==> config.mk <==
export PLATFORM = sky130hd
export DESIGN_NAME = div_unit
export DESIGN_NICKNAME = d
export VERILOG_FILES = /design/src/rtl/div_unit.sv
export SDC_FILE = /design/constraint.sdc
export NUM_CORES = 1
export LEC_CHECK = 0
export ABC_AREA = 1
export CAP_MARGIN = 20
export CORE_AREA = 2 2 178 145
export DETAILED_ROUTE_END_ITERATION = 16
export DIE_AREA = 0 0 180 147
export PLACE_DENSITY_LB_ADDON = 0.15
export SLEW_MARGIN = 20
export SYNTH_ARGS = -nofsm -noshare
export SYNTH_HDL_FRONTEND = slang
export SYNTH_SLANG_ARGS = --single-unit
export TNS_END_PERCENT = 30
==> constraint.sdc <==
create_clock -name clk -period 2.1 [get_ports clk]
set_clock_uncertainty 0.15 [all_clocks]
set_input_delay 0.525 -clock clk [delete_from_list [all_inputs] [get_ports clk]]
set_output_delay 0.525 -clock clk [all_outputs]
set_load 0.1 [all_outputs]
==> src/rtl/div_unit.sv <==
// Multicycle signed restoring divider: quotient to lo, remainder to hi (MIPS div semantics).
// One restoring step per cycle; results land WIDTH+1 cycles after the accepted start.
module div_unit #(
  parameter int unsigned WIDTH = 32
) (
  input  logic             clk,
  input  logic             reset,
  input  logic             start,
  input  logic [WIDTH-1:0] a,
  input  logic [WIDTH-1:0] b,
  output logic [WIDTH-1:0] hi,
  output logic [WIDTH-1:0] lo,
  output logic             busy,
  output logic             done,
  output logic             div_zero
);

  localparam int unsigned CntW = $clog2(WIDTH + 1);

  typedef enum logic [1:0] {StIdle, StRun, StFin} state_e;

  state_e            state_q, state_d;
  logic [CntW-1:0]   cnt_q, cnt_d;
  logic [WIDTH:0]    rem_q, rem_d;
  logic [WIDTH-1:0]  quo_q, quo_d;
  logic [WIDTH-1:0]  dvs_q, dvs_d;
  logic              neg_quo_q, neg_quo_d;
  logic              neg_rem_q, neg_rem_d;
  logic [WIDTH-1:0]  hi_q, hi_d;
  logic [WIDTH-1:0]  lo_q, lo_d;
  logic              busy_q, busy_d;
  logic              done_q, done_d;
  logic              div_zero_q, div_zero_d;

  // Restoring step datapath: shift {rem, quo} left, then trial-subtract the divisor.
  // The remainder stays below the divisor, so the trial result fits in WIDTH+1 bits.
  logic [WIDTH:0] shifted;
  logic [WIDTH:0] trial;

  assign shifted = {rem_q[WIDTH-1:0], quo_q[WIDTH-1]};
  assign trial   = shifted - {1'b0, dvs_q};

  always_comb begin
    state_d    = state_q;
    cnt_d      = cnt_q;
    rem_d      = rem_q;
    quo_d      = quo_q;
    dvs_d      = dvs_q;
    neg_quo_d  = neg_quo_q;
    neg_rem_d  = neg_rem_q;
    hi_d       = hi_q;
    lo_d       = lo_q;
    busy_d     = busy_q;
    done_d     = 1'b0;
    div_zero_d = 1'b0;

    unique case (state_q)
      StIdle: begin
        if (start) begin
          if (b == '0) begin
            div_zero_d = 1'b1;
          end else begin
            quo_d     = a[WIDTH-1] ? -a : a;
            dvs_d     = b[WIDTH-1] ? -b : b;
            neg_quo_d = a[WIDTH-1] ^ b[WIDTH-1];
            neg_rem_d = a[WIDTH-1];
            rem_d     = '0;
            cnt_d     = CntW'(WIDTH);
            busy_d    = 1'b1;
            state_d   = StRun;
          end
        end
      end
      StRun: begin
        if (!trial[WIDTH]) begin
          rem_d = trial;
          quo_d = {quo_q[WIDTH-2:0], 1'b1};
        end else begin
          rem_d = shifted;
          quo_d = {quo_q[WIDTH-2:0], 1'b0};
        end
        cnt_d = cnt_q - CntW'(1);
        if (cnt_q == CntW'(1)) begin
          state_d = StFin;
        end
      end
      StFin: begin
        lo_d    = neg_quo_q ? -quo_q : quo_q;
        hi_d    = neg_rem_q ? -rem_q[WIDTH-1:0] : rem_q[WIDTH-1:0];
        done_d  = 1'b1;
        busy_d  = 1'b0;
        state_d = StIdle;
      end
      default: begin
        state_d = StIdle;
      end
    endcase
  end

  always_ff @(posedge clk) begin
    if (!reset) begin
      state_q    <= StIdle;
      cnt_q      <= '0;
      rem_q      <= '0;
      quo_q      <= '0;
      dvs_q      <= '0;
      neg_quo_q  <= 1'b0;
      neg_rem_q  <= 1'b0;
      hi_q       <= '0;
      lo_q       <= '0;
      busy_q     <= 1'b0;
      done_q     <= 1'b0;
      div_zero_q <= 1'b0;
    end else begin
      state_q    <= state_d;
      cnt_q      <= cnt_d;
      rem_q      <= rem_d;
      quo_q      <= quo_d;
      dvs_q      <= dvs_d;
      neg_quo_q  <= neg_quo_d;
      neg_rem_q  <= neg_rem_d;
      hi_q       <= hi_d;
      lo_q       <= lo_d;
      busy_q     <= busy_d;
      done_q     <= done_d;
      div_zero_q <= div_zero_d;
    end
  end

  assign hi       = hi_q;
  assign lo       = lo_q;
  assign busy     = busy_q;
  assign done     = done_q;
  assign div_zero = div_zero_q;

endmodule

==> flow_summary_export.csv <==
group,metric,value,unit
power,p_clk_frac,0.184,
critical_path,reg2reg_slack,-0.44,ns
power,seqPwrFrac,0.205,
critical_path,max_stage_delay,0.41,ns
die,die_x,180,um
finish,final-seq-area,3470,um^2
synthesis,syn-num-nets,2247,
synthesis,synth_top_area_share,0.269,
timing,fin_tns_setup,-12.73,ns
hold_path,hp-class,"reg -> reg",
timing,final_hold_viol_count,0,
synthesis,synth.distinct_cells,49,
status,status,"complete, but fails checks",
critical_path,cp.required,2.32,ns
timing,finalMaxSlewViolations,0,
detailed_routing,drt_first_iter_violations,1611,
finish,final_nets,2672,
power,p_leak,9.52,nW
placement,place_area,17600,um^2
synthesis,synth_area,12900,um^2
timing,rsz0062_at_grt,"true",
detailed_routing,drc,0,
power,power,19.1,mW
placement,dp_worst_setup_slack,-0.616,ns
global_route,grtUsageTotal,0.345,
finish,multi_input_area,8420,um^2
timing,holdWs,0.330,ns
synthesis,synthTopCellsByArea,"dfxtp_1, nand2_1, inv_1",
timing,finalCritPeriodShare,1.21,
synthesis,synth_seq_cells,173,
die,dieHeight,147,um
detailed_routing,firstDrtPassIters,5,
global_route,antenna_found_initial,2,
synthesis,ys.flop_type,"dfxtp_1",
synthesis,postSynthCellCount,2141,
clock_network,clockBufferDepth,2,
critical_path,critical_path.cell_chain,"inv_4, ha_4, fa_2, inv_2, nand2_1, nand2_1, nand3_2, nand2_4, nand2_4, nand2_4, nand2_8, nand2_8, nand2_4, buf_6, nand3_2, nand3_2, a21oi_2",
critical_path,rr_endpoint,"rem_q[14]",
placement,dp.cells,2852,
hold_path,hp-start,"cnt_q[5]",
finish,layout-drive-gt1-share,0.249,
critical_path,crit_path_start_kind,"flop",
synthesis,post-synth-top-area-cell,"dfxtp_1",
detailed_routing,postRouteWirelength,47.5,mm
critical_path,cp_data_arrival_time,2.76,ns
detailed_routing,wire_per_inst,16.4,um
timing,fin_ws,-0.437,ns
clock_network,clock_latency,0.45,ns
power,switching_share,0.463,
finish,final_util,0.772,
global_route,grt_pass1_wl,73.1,mm
synthesis,ys_seq_area_frac,0.269,
placement,gp_congestion,0.984,
power,irDropWorstVdd,0.791,mV
clock_network,root_buffer,"clkbuf_16",
finish,area_growth,48.7,%
critical_path,cp_num_buf_inv,3,
power,internal-power,10.2,mW
critical_path,r2r-start,"quo_q[31]",
critical_path,critPathSlowestCell,"fa_2",
power,combPwrFrac,0.611,
critical_path,crit_family,"simple AND/OR/NAND/NOR gates",
power,netSwitchingPower,8.84,mW
power,power_density,997,nW/um^2
finish,fin_cells,2904,
timing,fin_crit,2.54,ns
synthesis,synth_edf_count,0,
finish,fin_area,19100,um^2
clock_network,ctsHtreeMaxLevel,4,
die,dieArea,26500,um^2
clock_network,path_clk_slew,0.08,ns
timing,maxSlewHeadroom,0.556,
critical_path,cp_max_fo,6,
critical_path,crit_top_cell,"nand2_4",
global_route,grt_pass1_vias,14109,
critical_path,critical_path_class,"reg -> reg",
hold_path,hold_path_end,"cnt_q[5]",
hold_path,whs_path_depth,2,
critical_path,worstRegToRegCells,17,
clock_network,clock-sinks,173,
synthesis,yosys_warnings,0,
detailed_routing,drt-vias-per-instance,5.44,
placement,dp_hpwl,36.2,mm
die,rows,52,
clock_network,hold_buffers,0,
die,start_util,0.519,
global_route,grt_start_max_net_pins,113,
synthesis,async_reset_ff_frac,0,
detailed_routing,ant_nets,0,
timing,timing.fmax,0.394,GHz
global_route,grt-ovfl-total,0,
detailed_routing,via_count,15797,
placement,port_buffers,133,
status,violations,"setup timing",
timing,setup_viol,46,
die,io_pins,134,
die,core_area,24800,um^2
flow_run,drv_cap,0,
critical_path,end_kind,"flop",
clock_network,cts_tree,"yes",
clock_network,numCtsBuffers,17,
finish,nFillCells,1937,
synthesis,avgSynthCellArea,6.01,um^2
timing,worstMarginPinSlew,0.665,ns
layout make-up:
class,count,area share
inverters,333,0.0655
flip-flops and latches,173,0.181
multi-input cells,1554,0.440
clock buffers,17,0.0222
diodes,1,0.000131
well taps,324,0.0212
clock inverters,15,0.0118
repair buffers,487,0.258
worst max-delay path by stage:
stage / startpoint / endpoint / depth (start not counted)
3_3_place_gp: b[0] / quo_q[19] / 12
5_1_grt: quo_q[31] / rem_q[25] / 17
3_5_place_dp: a[0] / quo_q[30] / 13
4_1_cts: quo_q[31] / rem_q[27] / 17
6_report: quo_q[31] / rem_q[14] / 17
2_1_floorplan: quo_q[31] / rem_q[13] / 18
sequential cells by signal, indices dropped and copies added (netlist names):
register	cells
quo_q	32
done	1
lo	32
hi	32
cnt_q	6
dvs_q	32
busy	1
neg_rem_q	1
state_q	2
rem_q	32
neg_quo_q	1
div_zero	1
power by group through the flow:
stage	Sequential [mW]	Combinational, mW	Clock (mW)
finish	3.91	11.7	3.50
global route	3.93	12.7	3.63
CTS	3.88	10.7	3.51
detailed placement	3.95	10.1	0
global placement	3.94	9.97	0
floorplan	4.01	6.15	0
metal layers:
| metal | GRT usage | share of wire |
|---|---|---|
| met3 | 0.0974 | 0.11 |
| met4 | 0.0728 | 0.016 |
| met2 | 0.489 | 0.41 |
| met5 | 0 | 0.00032 |
| met1 | 0.515 | 0.46 |
worst min-delay path: stages, from the launching register on:
cell,delay (ns)
dfxtp_1,0.31
nand2_1,0.06
a21oi_1,0.06
repair_timing:
item,CTS,global route
buffers inserted,4,10
gates cloned,3,2
endpoints found under the hold margin,0,0
gates resized for setup,54,155
setup endpoints to repair,115,134
pin swaps,17,39
layout by cell type, fill, tap and decap left out, types with 19 or more instances in the layout:
cell,synthesis,routed
ha_1,38,34
nand3_1,183,145
o21ai_0,140,119
nand3_2,5,38
dfxtp_1,173,168
o21ai_1,17,37
nand2_2,9,19
nor2_2,9,31
buf_12,0,81
clkbuf_16,0,19
inv_1,316,305
inv_2,15,24
clkdlybuf4s50_1,0,49
a21oi_1,201,187
nand2_1,515,503
nor2_1,219,186
xor2_1,55,55
buf_4,2,330
cells by family (layout without fill, tap and decap cells):
kind of cell    after synthesis  in the layout  share of synthesized area
buf+inv                     415            852                      0.128
simple gates               1026           1027                      0.341
compound gates              417            417                      0.175
flops                       173            173                      0.269
fa+ha+maj                    39             39                     0.0385
other cells                   0              1                          0
xor+xnor                     71             71                     0.0483
Yosys cell counts (7+ instances only):
master,number
nand2_1,515
nand2_4,7
dfxtp_1,173
clkbuf_1,44
inv_2,15
inv_1,316
nor3_1,29
o22ai_1,7
nand3_1,183
nor2_2,9
xnor2_1,16
buf_2,24
a21oi_1,201
buf_6,7
o211ai_1,14
xor2_1,55
o21ai_1,17
nand4_1,18
nand3b_1,15
o21ai_0,140
ha_1,38
nand2_2,9
nor2_1,219
(Power assumes the default switching activity.)
